$ cat src/rtl/mem_arbiter_pkg.sv
// mem_arbiter_pkg: state encoding and default bus widths shared by the arbiter and its interface
package mem_arbiter_pkg;

    typedef enum logic [1:0] {
        IDLE  = 2'd0,
        BUSY0 = 2'd1,
        BUSY1 = 2'd2
    } state_t;

    localparam int ADDR_W_DEF = 32;
    localparam int LINE_W_DEF = 256;

endpackage

$ cat src/rtl/mem_arbiter_if.sv
// mem_arbiter_if: requester-0/1 and memory-side signals of the arbiter; master is the arbiter view
interface mem_arbiter_if
    import mem_arbiter_pkg::*;
#(
    parameter int ADDR_W = ADDR_W_DEF,
    parameter int LINE_W = LINE_W_DEF
);

    logic              p0_enable_i;
    logic              p0_write_i;
    logic [ADDR_W-1:0] p0_addr_i;
    logic [LINE_W-1:0] p0_data_i;
    logic [LINE_W-1:0] p0_data_o;
    logic              p0_ack_o;

    logic              p1_enable_i;
    logic              p1_write_i;
    logic [ADDR_W-1:0] p1_addr_i;
    logic [LINE_W-1:0] p1_data_i;
    logic [LINE_W-1:0] p1_data_o;
    logic              p1_ack_o;

    logic              mem_enable_o;
    logic              mem_write_o;
    logic [ADDR_W-1:0] mem_addr_o;
    logic [LINE_W-1:0] mem_data_o;
    logic [LINE_W-1:0] mem_data_i;
    logic              mem_ack_i;

    logic [1:0]        grant_o;

    modport master (
        input  p0_enable_i, p0_write_i, p0_addr_i, p0_data_i,
        output p0_data_o, p0_ack_o,
        input  p1_enable_i, p1_write_i, p1_addr_i, p1_data_i,
        output p1_data_o, p1_ack_o,
        output mem_enable_o, mem_write_o, mem_addr_o, mem_data_o,
        input  mem_data_i, mem_ack_i,
        output grant_o
    );

    modport slave (
        output p0_enable_i, p0_write_i, p0_addr_i, p0_data_i,
        input  p0_data_o, p0_ack_o,
        output p1_enable_i, p1_write_i, p1_addr_i, p1_data_i,
        input  p1_data_o, p1_ack_o,
        input  mem_enable_o, mem_write_o, mem_addr_o, mem_data_o,
        output mem_data_i, mem_ack_i,
        input  grant_o
    );

endinterface

$ cat src/rtl/mem_arbiter.sv
// mem_arbiter: two-requester (dcache/icache) arbiter for one data memory; define ARB_ROUND_ROBIN_EN for round-robin ties, else p0 wins ties
module mem_arbiter
    import mem_arbiter_pkg::*;
#(
    parameter int ADDR_W = ADDR_W_DEF,
    parameter int LINE_W = LINE_W_DEF
)(
    input  logic         clk_i,
    input  logic         rst_i,
    mem_arbiter_if.master bus
);

    state_t state;
    state_t state_next;
    logic   pick1;
    logic   sel0;
    logic   sel1;

`ifdef ARB_ROUND_ROBIN_EN
    logic last;

    // remember who owned the memory last; reset value 1 makes p0 win the first tie
    always_ff @(posedge clk_i) begin
        if (rst_i)
            last <= 1'b1;
        else if (state != IDLE && state_next == IDLE)
            last <= (state == BUSY1);
    end

    assign pick1 = bus.p1_enable_i && (!bus.p0_enable_i || !last);
`else
    assign pick1 = bus.p1_enable_i && !bus.p0_enable_i;
`endif

    // state register
    always_ff @(posedge clk_i) begin
        if (rst_i)
            state <= IDLE;
        else
            state <= state_next;
    end

    // grant from IDLE, release on ack or when the owner drops its request
    always_comb begin
        state_next = state;
        case (state)
            IDLE:    if (bus.p0_enable_i || bus.p1_enable_i) state_next = pick1 ? BUSY1 : BUSY0;
            BUSY0:   if (bus.mem_ack_i || !bus.p0_enable_i) state_next = IDLE;
            BUSY1:   if (bus.mem_ack_i || !bus.p1_enable_i) state_next = IDLE;
            default: state_next = IDLE;
        endcase
    end

    // reset masks ownership immediately so an in-flight ack is never forwarded
    assign sel0 = (state == BUSY0) && !rst_i;
    assign sel1 = (state == BUSY1) && !rst_i;

    // owner's request passes straight through to memory, unlatched
    always_comb begin
        bus.mem_enable_o = sel0 ? bus.p0_enable_i : sel1 ? bus.p1_enable_i : 1'b0;
        bus.mem_write_o  = sel0 ? bus.p0_write_i  : sel1 ? bus.p1_write_i  : 1'b0;
        bus.mem_addr_o   = sel0 ? bus.p0_addr_i   : sel1 ? bus.p1_addr_i   : ADDR_W'(0);
        bus.mem_data_o   = sel0 ? bus.p0_data_i   : sel1 ? bus.p1_data_i   : LINE_W'(0);
        bus.p0_ack_o     = sel0 && bus.mem_ack_i;
        bus.p1_ack_o     = sel1 && bus.mem_ack_i;
        bus.p0_data_o    = bus.mem_data_i;
        bus.p1_data_o    = bus.mem_data_i;
        bus.grant_o      = {sel1, sel0};
    end

endmodule

$ cat src/flat_wrapper.sv
// flat-port wrapper written by rule: the top's interface ports become plain ports
module mem_arbiter_flat import mem_arbiter_pkg::*;
#(
    parameter int ADDR_W = ADDR_W_DEF,
    parameter int LINE_W = LINE_W_DEF
)
  (clk_i, rst_i, bus_p0_enable_i, bus_p0_write_i, bus_p0_addr_i, bus_p0_data_i, bus_p0_data_o, bus_p0_ack_o, bus_p1_enable_i, bus_p1_write_i, bus_p1_addr_i, bus_p1_data_i, bus_p1_data_o, bus_p1_ack_o, bus_mem_enable_o, bus_mem_write_o, bus_mem_addr_o, bus_mem_data_o, bus_mem_data_i, bus_mem_ack_i, bus_grant_o);
  mem_arbiter_if #(.ADDR_W(ADDR_W), .LINE_W(LINE_W)) bus_i ();
  input  logic clk_i;
  input  logic rst_i;
  input wire logic [$bits(bus_i.p0_enable_i)-1:0] bus_p0_enable_i;
  input wire logic [$bits(bus_i.p0_write_i)-1:0] bus_p0_write_i;
  input wire logic [$bits(bus_i.p0_addr_i)-1:0] bus_p0_addr_i;
  input wire logic [$bits(bus_i.p0_data_i)-1:0] bus_p0_data_i;
  output wire logic [$bits(bus_i.p0_data_o)-1:0] bus_p0_data_o;
  output wire logic [$bits(bus_i.p0_ack_o)-1:0] bus_p0_ack_o;
  input wire logic [$bits(bus_i.p1_enable_i)-1:0] bus_p1_enable_i;
  input wire logic [$bits(bus_i.p1_write_i)-1:0] bus_p1_write_i;
  input wire logic [$bits(bus_i.p1_addr_i)-1:0] bus_p1_addr_i;
  input wire logic [$bits(bus_i.p1_data_i)-1:0] bus_p1_data_i;
  output wire logic [$bits(bus_i.p1_data_o)-1:0] bus_p1_data_o;
  output wire logic [$bits(bus_i.p1_ack_o)-1:0] bus_p1_ack_o;
  output wire logic [$bits(bus_i.mem_enable_o)-1:0] bus_mem_enable_o;
  output wire logic [$bits(bus_i.mem_write_o)-1:0] bus_mem_write_o;
  output wire logic [$bits(bus_i.mem_addr_o)-1:0] bus_mem_addr_o;
  output wire logic [$bits(bus_i.mem_data_o)-1:0] bus_mem_data_o;
  input wire logic [$bits(bus_i.mem_data_i)-1:0] bus_mem_data_i;
  input wire logic [$bits(bus_i.mem_ack_i)-1:0] bus_mem_ack_i;
  output wire logic [$bits(bus_i.grant_o)-1:0] bus_grant_o;
  assign bus_i.p0_enable_i = bus_p0_enable_i;
  assign bus_i.p0_write_i = bus_p0_write_i;
  assign bus_i.p0_addr_i = bus_p0_addr_i;
  assign bus_i.p0_data_i = bus_p0_data_i;
  assign bus_p0_data_o = bus_i.p0_data_o;
  assign bus_p0_ack_o = bus_i.p0_ack_o;
  assign bus_i.p1_enable_i = bus_p1_enable_i;
  assign bus_i.p1_write_i = bus_p1_write_i;
  assign bus_i.p1_addr_i = bus_p1_addr_i;
  assign bus_i.p1_data_i = bus_p1_data_i;
  assign bus_p1_data_o = bus_i.p1_data_o;
  assign bus_p1_ack_o = bus_i.p1_ack_o;
  assign bus_mem_enable_o = bus_i.mem_enable_o;
  assign bus_mem_write_o = bus_i.mem_write_o;
  assign bus_mem_addr_o = bus_i.mem_addr_o;
  assign bus_mem_data_o = bus_i.mem_data_o;
  assign bus_i.mem_data_i = bus_mem_data_i;
  assign bus_i.mem_ack_i = bus_mem_ack_i;
  assign bus_grant_o = bus_i.grant_o;
  mem_arbiter #(.ADDR_W(ADDR_W), .LINE_W(LINE_W)) u_core (.clk_i(clk_i), .rst_i(rst_i), .bus(bus_i));
endmodule
$ cat config.mk
export PLATFORM = sky130hd
export DESIGN_NAME = mem_arbiter_flat
export DESIGN_NICKNAME = d
export VERILOG_FILES = /design/src/rtl/mem_arbiter_pkg.sv /design/src/rtl/mem_arbiter_if.sv /design/src/rtl/mem_arbiter.sv /design/src/flat_wrapper.sv
export SDC_FILE = /design/constraint.sdc
export NUM_CORES = 1
export LEC_CHECK = 0
export CORE_AREA = 2 2 649 651
export DETAILED_ROUTE_END_ITERATION = 8
export DIE_AREA = 0 0 651 653
export PLACE_DENSITY = 0.3
export REMOVE_ABC_BUFFERS = 1
export SLEW_MARGIN = 15
export SYNTH_ARGS = -nofsm -noshare
export SYNTH_HDL_FRONTEND = slang
export SYNTH_SLANG_ARGS = --single-unit
export TNS_END_PERCENT = 100
$ cat constraint.sdc
create_clock -name clk_i -period 3.5 [get_ports clk_i]
set_clock_uncertainty 0.2 [all_clocks]
set_input_delay 0.875 -clock clk_i [delete_from_list [all_inputs] [get_ports clk_i]]
set_output_delay 0.875 -clock clk_i [all_outputs]
set_load 0.01 [all_outputs]
# Yosys cells after proc, flatten, opt, wreduce, memory -nomap -nowiden
# Index checks and enable logic that the tools add are counted.
classes:
  mux: 13
  n_reduce_logical: 13
  n_eq_ne: 5
ops:
  columns: ["cell", "n"]
  rows:
  - ["256-bit 2-to-1 mux", 2]
  - ["32-bit 2-to-1 mux", 2]
  - ["2-bit 2-to-1 mux", 4]
  - ["2-bit by 1-bit inequality test with 1-bit output (second input constant)", 3]
  - ["2-bit case mux with 3 select lines", 1]
  - ["1-bit logical AND", 5]
  - ["1-bit 2-to-1 mux", 4]
  - ["1-bit zero test", 3]
  - ["1-bit logical OR", 3]
  - ["3-bit AND reduction", 1]
  - ["2-bit by 1-bit equality test with 1-bit output (second input constant)", 1]
  - ["2-bit equality test (second input constant)", 1]
  - ["2-bit zero test", 1]
totals:
  in_bits: 839
  reg_bits: 2
  output_inout_bits: 806
  wordCells: 32

# Depth between registers and ports, before layout
# Gate-level depths: netlist (run 1).
logic_depth:
  ltp_word: 5
  ltp_mapped: 5
  ltp_nobuf: 2

# Worst setup path after synthesis (run 1)
# Ideal clock, no wire load.
synth_timing:
  path_kind: "input port to output port"
  startpoint: "in rst_i"
  endpoint: "out bus_mem_addr_o[0]"
  path_buffers: 3
  path_slack_ps: 772
  arrival_time_ps: 1653
  cell_stages: 4
  required_time_ps: 2425
  path_cell_list: "buf_2 > clkbuf_1 > clkbuf_1 > a21oi_1"
synth_via:
  elab_chain_len: 4
  word_cells_on_any_way: 5
  classes_between: "2 x mux; 3 x reduce/logical"
synth_lines:
  columns: ["element", "line", "source"]
  rows:
  - ["start: declaration", "flat_wrapper.sv:10", "input logic rst_i;"]
  - ["1-bit zero test *", "mem_arbiter.sv:55, mem_arbiter.sv:56", null]
  - ["1-bit logical AND", "mem_arbiter.sv:56", "assign sel1 = (state == BUSY1) && !rst_i;"]
  - ["32-bit 2-to-1 mux", "mem_arbiter.sv:62", "bus.mem_addr_o = sel0 ? bus.p0_addr_i : sel1 ? bus.p1_addr_i : ADDR_W'(0);"]
  - ["32-bit 2-to-1 mux *", "mem_arbiter.sv:62", null]
  - ["end: declaration", "flat_wrapper.sv:25", "output wire logic [$bits(bus_i.mem_addr_o)-1:0] bus_mem_addr_o;"]
# Every way passes the cells marked *; elsewhere a longest branch is shown, timed or not.

# Final worst setup path (run 1)
layout_timing:
  startpoint: "in bus_p1_addr_i[2]"
  endpoint: "out bus_mem_addr_o[2]"
layout_via:
  elab_chain_len: 2
layout_lines:
  columns: ["element", "line", "source"]
  rows:
  - ["start: declaration", "flat_wrapper.sv:19", "input wire logic [$bits(bus_i.p1_addr_i)-1:0] bus_p1_addr_i;"]
  - ["32-bit 2-to-1 mux (2 in a row)", "mem_arbiter.sv:62", null]
# Every way passes these cells.

==> results of run 1 <==
-- repair_timing --
item / CTS / global route
cloned: 0 / 0
gates resized for setup: 7 / 1
endpoints found under the setup margin: 99 / 1
setup buffers: 5 / 0
pin swaps: 1 / 0
-- worst max path at each step --
stage | startpoint | endpoint | slack, ns | depth (start not counted)
after floorplan | u_core.state[0] | bus_p1_ack_o | -6.50 | 2
after global placement | u_core.state[0] | bus_mem_data_o[1] | -0.44 | 5
after detailed placement | u_core.state[0] | bus_mem_data_o[1] | -0.49 | 5
after CTS | bus_p1_addr_i[19] | bus_mem_addr_o[19] | 0.01 | 4
after global routing | rst_i | bus_mem_data_o[43] | -0.001 | 6
final | bus_p1_addr_i[2] | bus_mem_addr_o[2] | 0.02 | 4
-- cell usage in the layout, fill, tap and decap left out --
cell,count
a21oi_1,283
a21oi_2,7
and2_1,2
and3_1,2
buf_12,133
buf_4,84
buf_8,1
clkbuf_16,3
clkdlybuf4s50_1,740
dfxtp_4,2
diode_2,38
dlygate4sd2_1,1
mux2i_1,1
nand2_1,1
nand3b_1,580
nor2_1,2
nor3_1,1
nor3b_1,1
-- cell families after synthesis --
logic type,count (synthesis)
AOI/OAI and AO/OA,290
buffers and inverters,675
and+or+nand+nor,589
muxes,1
DFF,2
-- per-layer routing --
metal / up-vias / global-route usage [%] / routed length (um)
met5: - / 16.8 / 10800
met4: 195 / 5.99 / 17100
met3: 550 / 24.8 / 115000
met2: 3175 / 24.7 / 152000
met1: 7594 / 12.9 / 102000
li1: 5513 / - / -
-- critical path, stage by stage --
cell and delay [ns]:
clkdlybuf4s50_1 0.48, nand3b_1 0.09, a21oi_1 0.31, clkdlybuf4s50_1 0.61
-- report_power, final --
group	switching [mW]	total (mW)	internal (mW)
Combinational	0.967	2.13	1.16
Sequential	0.00239	0.0260	0.0236
Clock	0.0288	0.174	0.145
-- stage by stage --
stage          setup WS, ns  total power [mW]
6_report             0.0216              2.33
3_5_place_dp         -0.490              2.19
4_1_cts             0.00965              2.39
5_1_grt            -0.00106              2.44
2_1_floorplan         -6.50             0.605
3_3_place_gp         -0.436              2.19
-- layout make-up --
| class | count | area (um2) |
|---|---|---|
| clock buffer | 3 | 75.1 |
| tap | 5520 | 6910 |
| multi-input combinational | 880 | 5890 |
| sequential | 2 | 47.5 |
| timing repair buffer | 959 | 10700 |
| fill | 49293 | 395000 |
| antenna | 38 | 95.1 |
==> key figures, run 1 <==
Status
  • Status: finished clean

Worst hold path
  • HP Class: flop to flop
  • Worst hold path depth: 3
  • HP Start: u_core.state[0]
  • Hold path endpoint: u_core.state[1]

Finish
  • Layout net count: 2685
  • Largest Register: u_core.state
  • Final core occ: 5.67%
  • Share of layout cells above drive strength 1: 12.5%
  • Cell area after layout: 23700 um2
  • Regs by FF count: u_core.state (2)
  • Layout area overhead: 120%
  • Post-Layout Cell Count: 7402
  • Max reg flops: 2

Routing
  • DRT Pass-1 Iters: 5
  • DRC: 0
  • Final wirelength: 397000 um
  • Avg WL per Cell: 53.7 um
  • DR vias: 17027
  • Vias/cell: 2.30
  • 1st-iter DRT viols: 2128
  • Antenna-violating nets left: 0

Synthesis
  • Multiplexer area fraction after synthesis: 0.0927%
  • Synthesized area: 10800 um2
  • Post-synth cell types: 17
  • Synth Area in Simple Gates: 40.8%
  • Sequential share of the synthesized area: 0.371%
  • Seq cells post-synth: 2
  • Post-synth top area share: 40.3%
  • Ranking of synthesized cells by area: nand3b_1, buf_4, a21oi_1
  • Post-synth top area cell: nand3b_1
  • Count leader, synth: nand3b_1
  • Adder-cell share of the synthesized area: 0%
  • Ys async rst share: 0%
  • Yosys warns: 0
  • Top FF cell, synth: dfxtp_1
  • Post-Synthesis Cells: 1557
  • Post-synth top cells: nand3b_1, buf_4, a21oi_1, clkbuf_1, buf_6
  • Syn Area/Cell: 6.93 um2
  • Synth Area in Compound Gates: 13.4%
  • Post-synth EDFFs: 0
  • XOR/XNOR share of the synthesized area: 0%
  • Largest family of logic cells by synthesized area: buffers and inverters

Timing
  • Post-route minimum period: 3.48 ns
  • Final Hold Vio Count: 0
  • Crit share post-route: 99.4%
  • Worst Hold Slack: 0.643 ns
  • Final Setup Violations: 0
  • Slew margin rel.: 57.1%
  • Setup TNS: 0 ns
  • Peak Freq: 0.287 GHz
  • Max Slew Vio Count: 0
  • Slew @ Worst Pin: 0.643 ns

Floorplanning
  • Initial cell density of the core: 2.58%
  • Die Span Y: 653 um
  • Chip width: 651 um
  • I/O pins: 1645
  • Die area: 425000 um2
  • FP Rows: 238
  • Core Box Area: 418000 um2

Global route
  • Vias in the first global route: 14075
  • Total track usage: 17.9%
  • Initial antenna violation count: 189
  • Grt total ovfl: 0
  • First-pass GRT wire length: 430000 um
  • Largest net degree at the start of global routing: 81

Clock network
  • CTS tree: yes
  • Worst-Skew Late Latency: 0.23 ns
  • Clk sinks: 2
  • CTS buffer count: 3
  • H-tree levels: 1
  • Root Driver: clkbuf_16
  • CTS Hold Buffers Added: 0
  • CTS Buffer Depth: 2
  • Reg clk slew, reported paths: 0.03 ns

Worst setup path
  • Reg2Reg Capture Point: u_core.state[1]
  • WP data required: 2.42 ns
  • Crit path capture type: output pin
  • Reg2Reg Setup Slack: 2.16 ns
  • CP Launch Type: input port
  • Worst Path Class, Setup: input port to output pin
  • CP arrival: 2.40 ns
  • R2R depth: 3
  • Reg2reg start: u_core.state[1]
  • Crit Path Max Fanout: 1

Power
  • Peak supply drop: 103 uV
  • P per Cell Area: 98.0 nW/um2
  • Leakage power: 5.47 nW

Place
  • DP Area: 23500 um2
  • Input/output buffers: 876
  • Routability Congestion: 1.07
  • Dpl hpwl: 365000 um
  • Placed Cells incl. Taps: 7356

Flow run
  • Max Cap Violations: 0
Power figures use the tool's default switching activity.
==> run 2, diff against run 1 <==
--- a/config.mk
+++ b/config.mk
@@ -10,6 +10,7 @@
 export DIE_AREA = 0 0 651 653
 export PLACE_DENSITY = 0.3
 export REMOVE_ABC_BUFFERS = 1
+export SETUP_SLACK_MARGIN = 0.2
 export SLEW_MARGIN = 15
 export SYNTH_ARGS = -nofsm -noshare
 export SYNTH_HDL_FRONTEND = slang
==> constraint.sdc (replaced) <==
create_clock -name clk_i -period 4.2 [get_ports clk_i]
set_clock_uncertainty 0.2 [all_clocks]
set_input_delay 1.05 -clock clk_i [delete_from_list [all_inputs] [get_ports clk_i]]
set_output_delay 1.05 -clock clk_i [all_outputs]
set_load 0.01 [all_outputs]
==> key figures, run 2 (synthesis gave the netlist of run 1 again) <==
Power
  • P per Cell Area: 81.0 nW/um2
  • P_sw: 0.810 mW
  • Clock power share: 7.6%
  • Leakage power: 5.32 nW
  • Logic gate share of total power: 91.3%
  • P_int: 1.08 mW
  • Peak supply drop: 97.5 uV
  • Switch share: 42.9%
  • Power share of the sequential group: 1.1%

Timing
  • Post-route minimum period: 4.06 ns
  • Setup TNS: 0 ns
  • Max Slew Vio Count: 0
  • Peak Freq: 0.246 GHz
  • Slew margin rel.: 25.6%
  • Crit share post-route: 96.8%
  • Slew @ Worst Pin: 1.12 ns
  • Unrepaired setup endpoints after global routing: no
  • Final Hold Vio Count: 0
  • Final Setup Violations: 0

Worst setup path
  • Worst Path Class, Setup: input port to output pin
  • WP data required: 2.95 ns
  • Crit path capture type: output pin
  • CP arrival: 2.81 ns
  • Crit Path Max Fanout: 40
  • CP Launch Type: input port

Global route
  • Initial antenna violation count: 197
  • First-pass GRT wire length: 430000 um
  • Grt total ovfl: 0
  • Largest net degree at the start of global routing: 136
  • Vias in the first global route: 13622
  • Total track usage: 18.0%

Floorplanning
  • Die area: 425000 um2
  • Core Box Area: 418000 um2
  • FP Rows: 238
  • I/O pins: 1645
  • Die Span Y: 653 um
  • Initial cell density of the core: 2.58%
  • Chip width: 651 um

Status
  • Status: finished clean

Clock network
  • Root Driver: clkbuf_16
  • CTS Hold Buffers Added: 0
  • Worst-Skew Late Latency: 0.23 ns
  • H-tree levels: 1
  • Clk sinks: 2
  • CTS buffer count: 3
  • Reg clk slew, reported paths: 0.03 ns
  • CTS tree: yes
  • CTS Buffer Depth: 2

Routing
  • Final wirelength: 399000 um
  • 1st-iter DRT viols: 2025
  • DRC: 0
  • Avg WL per Cell: 54.0 um
  • DRT Pass-1 Iters: 5
  • Antenna-violating nets left: 0
  • Vias/cell: 2.31
  • DR vias: 17058

Finish
  • Most frequent cells in the layout: clkdlybuf4s50_1, nand3b_1, a21oi_1, buf_12, buf_4
  • Max reg flops: 2
  • Regs by FF count: u_core.state (2)
  • Post-Layout Cell Count: 7384
  • Fill cells: 49385
  • Commonest non-fill, non-tap cell in the layout: clkdlybuf4s50_1
  • Share of layout cells above drive strength 1: 11.6%
  • Largest Register: u_core.state
  • Layout area overhead: 116%
  • Layout net count: 2674

Place
  • Input/output buffers: 876
  • Routability Congestion: 1.07
  • Placed Cells incl. Taps: 7343
  • Dpl hpwl: 365000 um

Flow run
  • Max Cap Violations: 0

Worst hold path
  • HP Class: flop to flop
==> run 2: cell types whose count changed in the layout (fill, tap and decap cells not counted) <==
cell / change
buf_4: +11
clkdlybuf4s50_1: +4
diode_2: -7
buf_12: -25
dlygate4sd2_1: -1
a21oi_1: +3
a21oi_2: -3
==> run 2: worst paths after layout <==
check / startpoint / to / slack [ns] / depth (start not counted)
min reg2reg: u_core.state[1] / u_core.state[1] / 0.69 / 3
min: u_core.state[1] / u_core.state[1] / 0.69 / 3
max reg2reg: u_core.state[1] / u_core.state[0] / 2.56 / 4
max: rst_i / bus_mem_data_o[127] / 0.14 / 4
==> run 2: final cells by class <==
class	count	area [um2]	share of cell area, %
Antenna cell	31	77.6	0.333
Clock buffer	3	75.1	0.322
Multi-Input combinational cell	880	5880	25.2
Sequential cell	2	47.5	0.204
Tap cell	5520	6910	29.6
Timing Repair Buffer	948	10300	44.3
==> run 2: what timing repair did <==
action	4_1_cts	5_1_grt
setup buffers	7	0
endpoints found under the setup margin	21	1
endpoints found under the hold margin	0	0
resized for setup	3	1
==> run 2: layer usage <==
metal	vias to the layer above	global-route usage (%)	part of all wire, %
met2	3274	25.8	40
li1	5483	-	-
met4	209	3.66	2.8
met1	7565	13.1	26
met3	527	24.7	29
met5	-	17.4	2.8
==> run 2: per-stage QoR <==
| step | power [mW] | instance area, um2 | setup WS, ns | hold slack (ns) | utilization [%] |
|---|---|---|---|---|---|
| 4_1_cts | 1.94 | 23200 | 0.204 | 0.709 | 5.56 |
| 6_report | 1.89 | 23300 | 0.136 | 0.691 | 5.57 |
| 3_3_place_gp | 1.76 | 23100 | 0.0427 | 0.697 | 5.51 |
| 5_1_grt | 1.99 | 23300 | 0.279 | 0.717 | 5.56 |
| 2_1_floorplan | 0.504 | 5900 | -5.98 | 0.996 | - |
| 3_5_place_dp | 1.77 | 23100 | 0.0534 | 0.689 | 5.51 |
==> run 2: critical path, stage by stage <==
cell	delay [ns]
buf_8	0.20
buf_12	0.26
a21oi_1	0.87
buf_4	0.32
==> run 2: power by group through the flow <==
stage | Combinational (mW) | Clock (mW) | Sequential, mW
6_report | 1.72 | 0.143 | 0.0212
4_1_cts | 1.77 | 0.143 | 0.0210
2_1_floorplan | 0.399 | 0 | 0.106
3_3_place_gp | 1.73 | 0 | 0.0376
5_1_grt | 1.82 | 0.148 | 0.0211
3_5_place_dp | 1.73 | 0 | 0.0376
==> run 3, diff against run 2 <==
--- a/config.mk
+++ b/config.mk
@@ -8,9 +8,10 @@
 export CORE_AREA = 2 2 649 651
 export DETAILED_ROUTE_END_ITERATION = 8
 export DIE_AREA = 0 0 651 653
+export GPL_ROUTABILITY_DRIVEN = 0
 export PLACE_DENSITY = 0.3
 export REMOVE_ABC_BUFFERS = 1
-export SETUP_SLACK_MARGIN = 0.2
+export SETUP_SLACK_MARGIN = 0.15
 export SLEW_MARGIN = 15
 export SYNTH_ARGS = -nofsm -noshare
 export SYNTH_HDL_FRONTEND = slang
==> key figures, run 3 (synthesis gave the netlist of run 1 again) <==
Routing
  • Vias/cell: 2.27
  • Final wirelength: 398000 um
  • DRC: 0
  • DRT Pass-1 Iters: 8
  • 1st-iter DRT viols: 2044
  • DR vias: 16787
  • Antenna-violating nets left: 0
  • Avg WL per Cell: 53.8 um

Place
  • Input/output buffers: 876
  • Placed Cells incl. Taps: 7343
  • DP Area: 23100 um2
  • Dpl hpwl: 365000 um

Global route
  • Most Crowded Layer GR: met2
  • GRT met3 Usage: 24.6%
  • Largest net degree at the start of global routing: 136
  • Grt total ovfl: 0
  • Vias in the first global route: 13597
  • Met1 Use GR: 13.0%
  • Total track usage: 18.0%
  • First-pass GRT wire length: 431000 um
  • Initial antenna violation count: 202
  • M2 GR Usage: 25.5%

Finish
  • Layout net count: 2674
  • Layout area overhead: 117%
  • Most frequent cells in the layout: clkdlybuf4s50_1, nand3b_1, a21oi_1, buf_12, buf_4
  • Share of layout cells above drive strength 1: 11.6%
  • Post-Layout Cell Count: 7406
  • Cell area after layout: 23400 um2
  • Largest Register: u_core.state
  • Commonest non-fill, non-tap cell in the layout: clkdlybuf4s50_1
  • Regs by FF count: u_core.state (2)
  • Max reg flops: 2

Timing
  • Peak Freq: 0.260 GHz
  • Unrepaired setup endpoints after global routing: no
  • Crit share post-route: 91.7%
  • Slew margin rel.: 49.6%
  • Post-route minimum period: 3.85 ns
  • Final Setup Violations: 0
  • Max Slew Vio Count: 0
  • Final Hold Vio Count: 0
  • Slew @ Worst Pin: 0.755 ns

Clock network
  • CTS Buffer Depth: 2
  • Reg clk slew, reported paths: 0.03 ns
  • Root Driver: clkbuf_16
  • Clk sinks: 2
  • CTS Hold Buffers Added: 0
  • Worst-Skew Late Latency: 0.23 ns
  • CTS tree: yes
  • CTS buffer count: 3
  • H-tree levels: 1

Status
  • Status: finished clean

Worst setup path
  • WP data required: 2.95 ns
  • Crit path capture type: output pin
  • CP max-delay cell: clkdlybuf4s50_1
  • CP arrival: 2.60 ns
  • Crit Path Max Fanout: 1
  • CP Launch Type: input port
  • Crit path largest cell delay: 0.76 ns
  • Worst Path Class, Setup: input port to output pin
  • Reg2reg start: u_core.state[1]
  • Crit-path cells: clkdlybuf4s50_1 -> nand3b_1 -> a21oi_1 -> clkdlybuf4s50_1
  • CP most frequent cell: clkdlybuf4s50_1
  • Crit path launch: bus_p1_data_i[72]

Power
  • Peak supply drop: 101 uV
  • Leakage power: 5.32 nW
  • P per Cell Area: 80.7 nW/um2
  • Final total power: 1.89 mW

Floorplanning
  • Chip width: 651 um
  • Initial cell density of the core: 2.58%
  • I/O pins: 1645
  • Die Span Y: 653 um
  • Die area: 425000 um2
  • FP Rows: 238
  • Core Box Area: 418000 um2

Flow run
  • Max Cap Violations: 0

Worst hold path
  • HP Class: flop to flop
  • HP Start: u_core.state[1]
==> run 3: cell types whose count changed in the layout (fill, tap and decap cells not counted) <==
cell and change:
diode_2 +22, a21oi_1 +1, a21oi_2 -1
==> run 3: layout make-up <==
class	instances	area (um2)
multi-input combinational	880	5880
fill	49366	395000
timing repair buffer	948	10300
clock buffer	3	75.1
sequential	2	47.5
antenna	53	133
tap	5520	6910
==> run 3: worst max-delay path, delay by kind of cell <==
family / cells / cell delay, ns
buffers and inverters: 2 / 1.23
AO/OA/AOI/OAI: 1 / 0.20
AND/OR/NAND/NOR: 1 / 0.12
==> run 3: what timing repair did <==
item | CTS | global route
buffers inserted | 7 | 0
resized for setup | 3 | 0
setup endpoints to repair | 10 | 0
==> run 3: final timing paths <==
path | end | slack [ns] | cells past startpoint
max | bus_mem_data_o[72] | 0.35 | 4
min | u_core.state[1] | 0.70 | 3
max reg2reg | u_core.state[0] | 2.56 | 4
min reg2reg | u_core.state[1] | 0.70 | 3
==> run 3: power breakdown <==
part	total, mW	leakage (nW)	internal [mW]	switching (mW)
clock	0.142	0.0373	0.121	0.0213
combinational	1.72	5.27	0.937	0.781
sequential	0.0256	0.0178	0.0197	0.00584
==> run 3: through the flow <==
stage               util, %  setup TNS (ns)  hold WS, ns  worst slack (ns)
finish                 5.59               0        0.705             0.349
global route           5.57               0        0.732             0.295
CTS                    5.56               0        0.712             0.275
detailed placement     5.51               0        0.693            0.0579
global placement       5.51               0        0.696            0.0499
floorplan                 -        -1578.78        0.996             -5.98
==> run 3: routing by layer <==
metal / up-vias / part of all wire (%) / wire [um]
met4: 206 / 3.4 / 13400
li1: 5509 / - / -
met1: 7458 / 26 / 102000
met5: - / 2.8 / 11300
met3: 517 / 29 / 114000
met2: 3097 / 39 / 157000
